## src/rtl/game_pkg.sv

```systemverilog
// ============================================================================
// game_pkg : shared types and playfield constants for the collision controller
// Revision : 1.0
// ============================================================================
`default_nettype none

package game_pkg;

   typedef enum logic [2:0] {
      ST_IDLE    = 3'd0,
      ST_RUN     = 3'd1,
      ST_CRASH   = 3'd2,
      ST_OVER    = 3'd3,
      ST_RESTART = 3'd4
   } game_state_t;

   localparam int CAR_W_DEF = 50;
   localparam int CAR_H_DEF = 80;
   localparam int OBS_W_DEF = 50;
   localparam int OBS_H_DEF = 80;

   localparam int H_W = 10;
   localparam int V_W = 9;
   localparam int X_W = 11;

endpackage

`default_nettype wire

```

## src/rtl/game_collision_ctrl_box_overlap.sv

```systemverilog
// ============================================================================
// box_overlap : combinational axis-aligned bounding-box overlap test
// Revision    : 1.0
// ============================================================================
`default_nettype none

module box_overlap
   import game_pkg::*;
#(
   parameter int A_W = CAR_W_DEF,
   parameter int A_H = CAR_H_DEF,
   parameter int B_W = OBS_W_DEF,
   parameter int B_H = OBS_H_DEF
) (
   input  logic [H_W-1:0] a_h_i,
   input  logic [V_W-1:0] a_v_i,
   input  logic [H_W-1:0] b_h_i,
   input  logic [V_W-1:0] b_v_i,
   output logic           overlap_o
);

   // Extended width keeps right/bottom edges from wrapping near the field limit
   logic [X_W-1:0] w_a_l, w_a_r, w_a_t, w_a_b;
   logic [X_W-1:0] w_b_l, w_b_r, w_b_t, w_b_b;

   assign w_a_l = X_W'(a_h_i);
   assign w_a_r = X_W'(a_h_i) + X_W'(A_W);
   assign w_a_t = X_W'(a_v_i);
   assign w_a_b = X_W'(a_v_i) + X_W'(A_H);
   assign w_b_l = X_W'(b_h_i);
   assign w_b_r = X_W'(b_h_i) + X_W'(B_W);
   assign w_b_t = X_W'(b_v_i);
   assign w_b_b = X_W'(b_v_i) + X_W'(B_H);

   assign overlap_o = (w_a_l < w_b_r) && (w_b_l < w_a_r) &&
                      (w_a_t < w_b_b) && (w_b_t < w_a_b);

endmodule

`default_nettype wire

```

## src/rtl/game_collision_ctrl.sv

```systemverilog
// ============================================================================
// game_collision_ctrl : per-frame collision check, game FSM and score keeping
// Option : GAME_INVINCIBLE_EN keeps RUN alive and scores every frame
// Revision : 1.0
// ============================================================================
`default_nettype none

module game_collision_ctrl
   import game_pkg::*;
#(
   parameter int CAR_W        = CAR_W_DEF,
   parameter int CAR_H        = CAR_H_DEF,
   parameter int OBS_W        = OBS_W_DEF,
   parameter int OBS_H        = OBS_H_DEF,
   parameter int CRASH_FRAMES = 120,
   parameter int FLASH_DIV    = 8,
   parameter int SCORE_MAX    = 9999
) (
   input  logic                 iVGA_CLK,
   input  logic                 iRST,
   input  logic                 frame_tick,
   input  logic                 start_key,
   input  logic [H_W-1:0]       car_h_pos,
   input  logic [V_W-1:0]       car_v_pos,
   input  logic [1:0][H_W-1:0]  obs_h,
   input  logic [1:0][V_W-1:0]  obs_v,
   input  logic [1:0]           obs_valid,
   output logic                 reset_game,
   output logic                 game_over,
   output logic                 crash_flash,
   output logic                 hit,
   output logic [13:0]          score
);

   localparam int CNT_W = $clog2(CRASH_FRAMES + 1);
   localparam int FLW_W = $clog2(FLASH_DIV + 1);
   localparam logic [CNT_W-1:0] c_crash_last = CNT_W'(CRASH_FRAMES - 1);
   localparam logic [FLW_W-1:0] c_flash_last = FLW_W'(FLASH_DIV - 1);
   localparam logic [13:0]      c_score_max  = 14'(SCORE_MAX);

   game_state_t           state_q, state_d;
   logic                  start_q;
   logic [H_W-1:0]        car_h_q, car_h_d;
   logic [V_W-1:0]        car_v_q, car_v_d;
   logic [1:0][H_W-1:0]   obs_h_q, obs_h_d;
   logic [1:0][V_W-1:0]   obs_v_q, obs_v_d;
   logic [1:0]            obs_vld_q, obs_vld_d;
   logic                  pend_q, pend_d;
   logic                  eval_q, eval_d;
   logic                  hit_q, hit_d;
   logic [13:0]           score_q, score_d;
   logic [CNT_W-1:0]      crash_cnt_q, crash_cnt_d;
   logic [FLW_W-1:0]      flash_cnt_q, flash_cnt_d;
   logic                  flash_q, flash_d;

   logic                  w_start_rise;
   logic [1:0]            w_ovl;
   logic                  w_hit;
   logic                  w_score_ok;

   assign w_start_rise = start_key & ~start_q;

   for (genvar gi = 0; gi < 2; gi++) begin : g_obs
      box_overlap #(
         .A_W (CAR_W),
         .A_H (CAR_H),
         .B_W (OBS_W),
         .B_H (OBS_H)
      ) u_box (
         .a_h_i     (car_h_q),
         .a_v_i     (car_v_q),
         .b_h_i     (obs_h_q[gi]),
         .b_v_i     (obs_v_q[gi]),
         .overlap_o (w_ovl[gi])
      );
   end

   assign w_hit = |(w_ovl & obs_vld_q);

`ifdef GAME_INVINCIBLE_EN
   assign w_score_ok = 1'b1;
`else
   assign w_score_ok = ~w_hit;
`endif

   always_comb begin
      state_d     = state_q;
      car_h_d     = car_h_q;
      car_v_d     = car_v_q;
      obs_h_d     = obs_h_q;
      obs_v_d     = obs_v_q;
      obs_vld_d   = obs_vld_q;
      pend_d      = 1'b0;
      eval_d      = pend_q;
      hit_d       = pend_q ? w_hit : hit_q;
      score_d     = score_q;
      crash_cnt_d = crash_cnt_q;
      flash_cnt_d = flash_cnt_q;
      flash_d     = flash_q;

      if (pend_q && (state_q == ST_RUN) && w_score_ok && (score_q != c_score_max)) begin
         score_d = score_q + 14'd1;
      end

      case (state_q)
         ST_IDLE: begin
            score_d = '0;
            if (w_start_rise) begin
               state_d = ST_RUN;
            end
         end
         ST_RUN: begin
            if (frame_tick) begin
               car_h_d   = car_h_pos;
               car_v_d   = car_v_pos;
               obs_h_d   = obs_h;
               obs_v_d   = obs_v;
               obs_vld_d = obs_valid;
               pend_d    = 1'b1;
            end
`ifndef GAME_INVINCIBLE_EN
            // eval_q marks the cycle where hit_q holds a fresh result
            if (eval_q && hit_q) begin
               state_d     = ST_CRASH;
               crash_cnt_d = '0;
               flash_cnt_d = '0;
               flash_d     = 1'b1;
            end
`endif
         end
         ST_CRASH: begin
            if (frame_tick) begin
               crash_cnt_d = crash_cnt_q + 1'b1;
               if (crash_cnt_q == c_crash_last) begin
                  state_d = ST_OVER;
                  flash_d = 1'b0;
               end else if (flash_cnt_q == c_flash_last) begin
                  flash_cnt_d = '0;
                  flash_d     = ~flash_q;
               end else begin
                  flash_cnt_d = flash_cnt_q + 1'b1;
               end
            end
         end
         ST_OVER: begin
            if (w_start_rise) begin
               state_d = ST_RESTART;
            end
         end
         ST_RESTART: begin
            state_d   = ST_RUN;
            score_d   = '0;
            car_h_d   = '0;
            car_v_d   = '0;
            obs_h_d   = '0;
            obs_v_d   = '0;
            obs_vld_d = '0;
            pend_d    = 1'b0;
            eval_d    = 1'b0;
            hit_d     = 1'b0;
         end
         default: begin
            state_d = ST_IDLE;
         end
      endcase
   end

   always_ff @(posedge iVGA_CLK) begin
      if (iRST) begin
         state_q     <= ST_IDLE;
         start_q     <= 1'b0;
         car_h_q     <= '0;
         car_v_q     <= '0;
         obs_h_q     <= '0;
         obs_v_q     <= '0;
         obs_vld_q   <= '0;
         pend_q      <= 1'b0;
         eval_q      <= 1'b0;
         hit_q       <= 1'b0;
         score_q     <= '0;
         crash_cnt_q <= '0;
         flash_cnt_q <= '0;
         flash_q     <= 1'b0;
      end else begin
         state_q     <= state_d;
         start_q     <= start_key;
         car_h_q     <= car_h_d;
         car_v_q     <= car_v_d;
         obs_h_q     <= obs_h_d;
         obs_v_q     <= obs_v_d;
         obs_vld_q   <= obs_vld_d;
         pend_q      <= pend_d;
         eval_q      <= eval_d;
         hit_q       <= hit_d;
         score_q     <= score_d;
         crash_cnt_q <= crash_cnt_d;
         flash_cnt_q <= flash_cnt_d;
         flash_q     <= flash_d;
      end
   end

   assign reset_game  = (state_q == ST_IDLE) || (state_q == ST_RESTART);
   assign game_over   = (state_q == ST_OVER);
   assign crash_flash = flash_q;
   assign hit         = hit_q;
   assign score       = score_q;

endmodule

`default_nettype wire

```

## config.mk

```make
export PLATFORM = sky130hd
export DESIGN_NAME = game_collision_ctrl
export DESIGN_NICKNAME = d
export VERILOG_FILES = /design/src/rtl/game_pkg.sv /design/src/rtl/game_collision_ctrl_box_overlap.sv /design/src/rtl/game_collision_ctrl.sv
export SDC_FILE = /design/constraint.sdc
export NUM_CORES = 1
export LEC_CHECK = 0
export ABC_CLOCK_PERIOD_IN_PS = 4200
export CAP_MARGIN = 20
export CELL_PAD_IN_SITES_DETAIL_PLACEMENT = 1
export CELL_PAD_IN_SITES_GLOBAL_PLACEMENT = 2
export CORE_MARGIN = 2
export CORE_UTILIZATION = 33
export CTS_BUF_LIST = sky130_fd_sc_hd__clkbuf_8 sky130_fd_sc_hd__clkbuf_16
export DETAILED_ROUTE_END_ITERATION = 12
export PLACE_DENSITY = 0.76
export SLEW_MARGIN = 20
export SYNTH_ARGS = -nofsm -noshare
export SYNTH_HDL_FRONTEND = slang
export SYNTH_SLANG_ARGS = --single-unit
```

## constraint.sdc

```tcl
create_clock -name iVGA_CLK -period 4.2 [get_ports iVGA_CLK]
set_input_delay 0.42 -clock iVGA_CLK [delete_from_list [all_inputs] [get_ports iVGA_CLK]]
set_output_delay 0.42 -clock iVGA_CLK [all_outputs]
set_load 0.05 [all_outputs]
```

==> flow_summary.yaml <==
floorplanning:
  rows: 48
  ios: 81
  dieArea_mm2: 0.01847
  die_x_um: 135.9
  core-area_mm2: 0.01718
  initial_core_util_pct: 33.43
  die_h_um: 135.9
yosys:
  ys_ff_latch: 92
  ys.flop_type: "dfxtp_1"
  synth_edf_count: 0
  postSynthAreaPerCell_um2: 8.570
  yosys.area.top_type: "dfxtp_1"
  synth.area.top_cells: "dfxtp_1 (32%), ha_1 (15%), nand2_1 (6.5%)"
  syn_area_mm2: 0.005742
  async_flop_share_pct: 0
  ys_seq_area_share_pct: 32.08
  synthesis.nets: 800
  ys_types: 65
  netlist.area_leader.share_pct: 32.08
  yosys_warnings: 0
  synthCells: 670
layout:
  post-route-util_pct: 41.12
  layout_common_cells: "nand2_1 (99), dfxtp_1 (92), clkdlybuf4s50_1 (80)"
  nNetsFinal: 871
  n_antenna_cell: 0
  areaGrowthSynthToFinish_pct: 23.01
  mostFrequentLayoutCell: "nand2_1"
  final_layout_size_suffix_gt1_share_pct: 6.300
global_routing:
  grt_overflow: 0
  antenna_found_initial: 0
  grt_pass1_wl_um: 26010
  grt_max_degree: 33
  grt_pass1_vias: 5195
  grt_use_total_pct: 17.71
sta:
  hold_viol: 0
  fin_ws_ns: 0.7379
  min_period_over_period_pct: 82.43
  period_needed_ns: 3.462
  tightestPinTransition_ns: 0.7296
  maxSlewViolCount: 0
  rsz0062_at_grt: "no"
  clock.fmax_mhz: 288.8
  finClkSkew_ns: 0.01110
  hold-worst-slack_ns: 0.4636
  setup_viol: 0
  slew-limit-headroom_pct: 51.36
  setup_tns_ns: 0
drt:
  num_vias: 5172
  first_pass_iters: 6
  ant_nets: 0
  drt_iter0_markers: 128
  drc: 0
  wl_um: 15590
  wl_per_cell_um: 16.06
  via_per_inst: 5.326
place:
  dp_slack_ns: 0.7367
  hpwlAfterDp_um: 11960
  port_buffers: 80
  place.gp.congestion: 0.8094
cts:
  cts_setup_buffers: 0
  path_clk_slew_ns: 0.07
  cts_tree: "built"
  htree_levels: 3
  ctsHoldBuffers: 0
  cts.sinks: 92
  ctsResizeCount: 0
  cts_buffers: 9
  root_buffer: "clkbuf_16"
  worst_skew_pair.late_latency_ns: 0.35
  cts_buffer_depth: 2
run_status:
  status: "complete, no violations"
flow_run:
  max-cap-violations: 0
worst_setup_path:
  critPathArrivalTime_ns: 3.75
  crit_fanout: 6
  critPathRequiredTime_ns: 4.48
  crit_type: "register to register"
  end_kind: "register"
  startpoint_type: "register"
power_and_ir_drop:
  power.leakage_nw: 2.735
  worst_ir_drop_vdd_mv: 0.1974
  fin_total_pwr_mw: 2.134
  p_per_area_mw_per_mm2: 302.1
worst_hold_path:
  min_path_type: "register to register"
final cells by class:
cell class / instances / area (um2)
tap: 225 / 281.5
timing repair buffer: 88 / 860.8
inverter: 22 / 82.58
clock inverter: 7 / 92.59
sequential: 92 / 1842
fill: 2050 / 10110
clock buffer: 9 / 225.2
multi-input combinational: 528 / 3679
per-stage QoR:
stage | instance area [um2] | instances
floorplan | 5742 | 670
global placement | 6745 | 955
detailed placement | 6745 | 955
CTS | 7063 | 971
global route | 7063 | 971
finish | 7063 | 971
routing by layer:
metal / global-route usage [%] / part of all wire, % / vias to the layer above / wire length (um)
met5: 0 / 0 / - / 0
met2: 30.56 / 48 / 76 / 7431
met1: 22.79 / 48 / 2501 / 7488
li1: - / - / 2583 / -
met4: 5.498 / 1.3 / 0 / 209
met3: 2.573 / 3.0 / 12 / 465
state kept, by name, summed over array words and instances (netlist names), 2 cells and up:
register	flops
obs_h_q	20
obs_v_q	18
score	14
car_h_q	10
car_v_q	9
crash_cnt_q	7
flash_cnt_q	4
state_q	3
obs_vld_q	2
worst paths after layout:
check	start	end	slack, ns	cells after the start
worst max-delay path	car_h_q[1]	score[11]	0.74	12
worst min-delay path	obs_vld_q[1]	obs_vld_q[1]	0.46	2
worst max register to register	car_h_q[1]	score[11]	0.74	12
worst min register to register	obs_vld_q[1]	obs_vld_q[1]	0.46	2
cells by family after synthesis:
logic type                 count (synthesis)  share of synthesized area, %
buffers and inverters                     50                         3.944
AOI/OAI and AO/OA                        190                         23.14
xor gates and xnor gates                  32                         5.143
adders and majority gates                 68                         14.80
muxes                                      5                        0.8935
DFF                                       92                         32.08
and+or+nand+nor                          233                         20.00
power by group:
part	internal (mW)	switching [mW]
Sequential	0.898	0.0434
Combinational	0.155	0.157
Clock	0.520	0.361
critical path, cell delays in order, from the launching register on:
cell,delay (ns)
dfxtp_1,0.39
ha_1,0.32
a211o_1,0.38
nand2_1,0.10
xor2_1,0.20
ha_1,0.29
and3_1,0.17
a221o_1,0.31
a221o_1,0.27
a32o_2,0.32
or3_4,0.36
nand3_1,0.11
mux2i_1,0.19
cells in the mapped netlist, types with 11 or more instances:
cell       n
and3_1    11
a22o_1    31
nor2_1    31
clkbuf_1  19
dfxtp_1   92
xor2_1    22
a21o_1    11
nand3_1   17
nand2_1   99
ha_1      67
a21oi_1   65
o21ai_0   29
inv_1     22
Note: power is estimated with default switching activity, not from simulation.
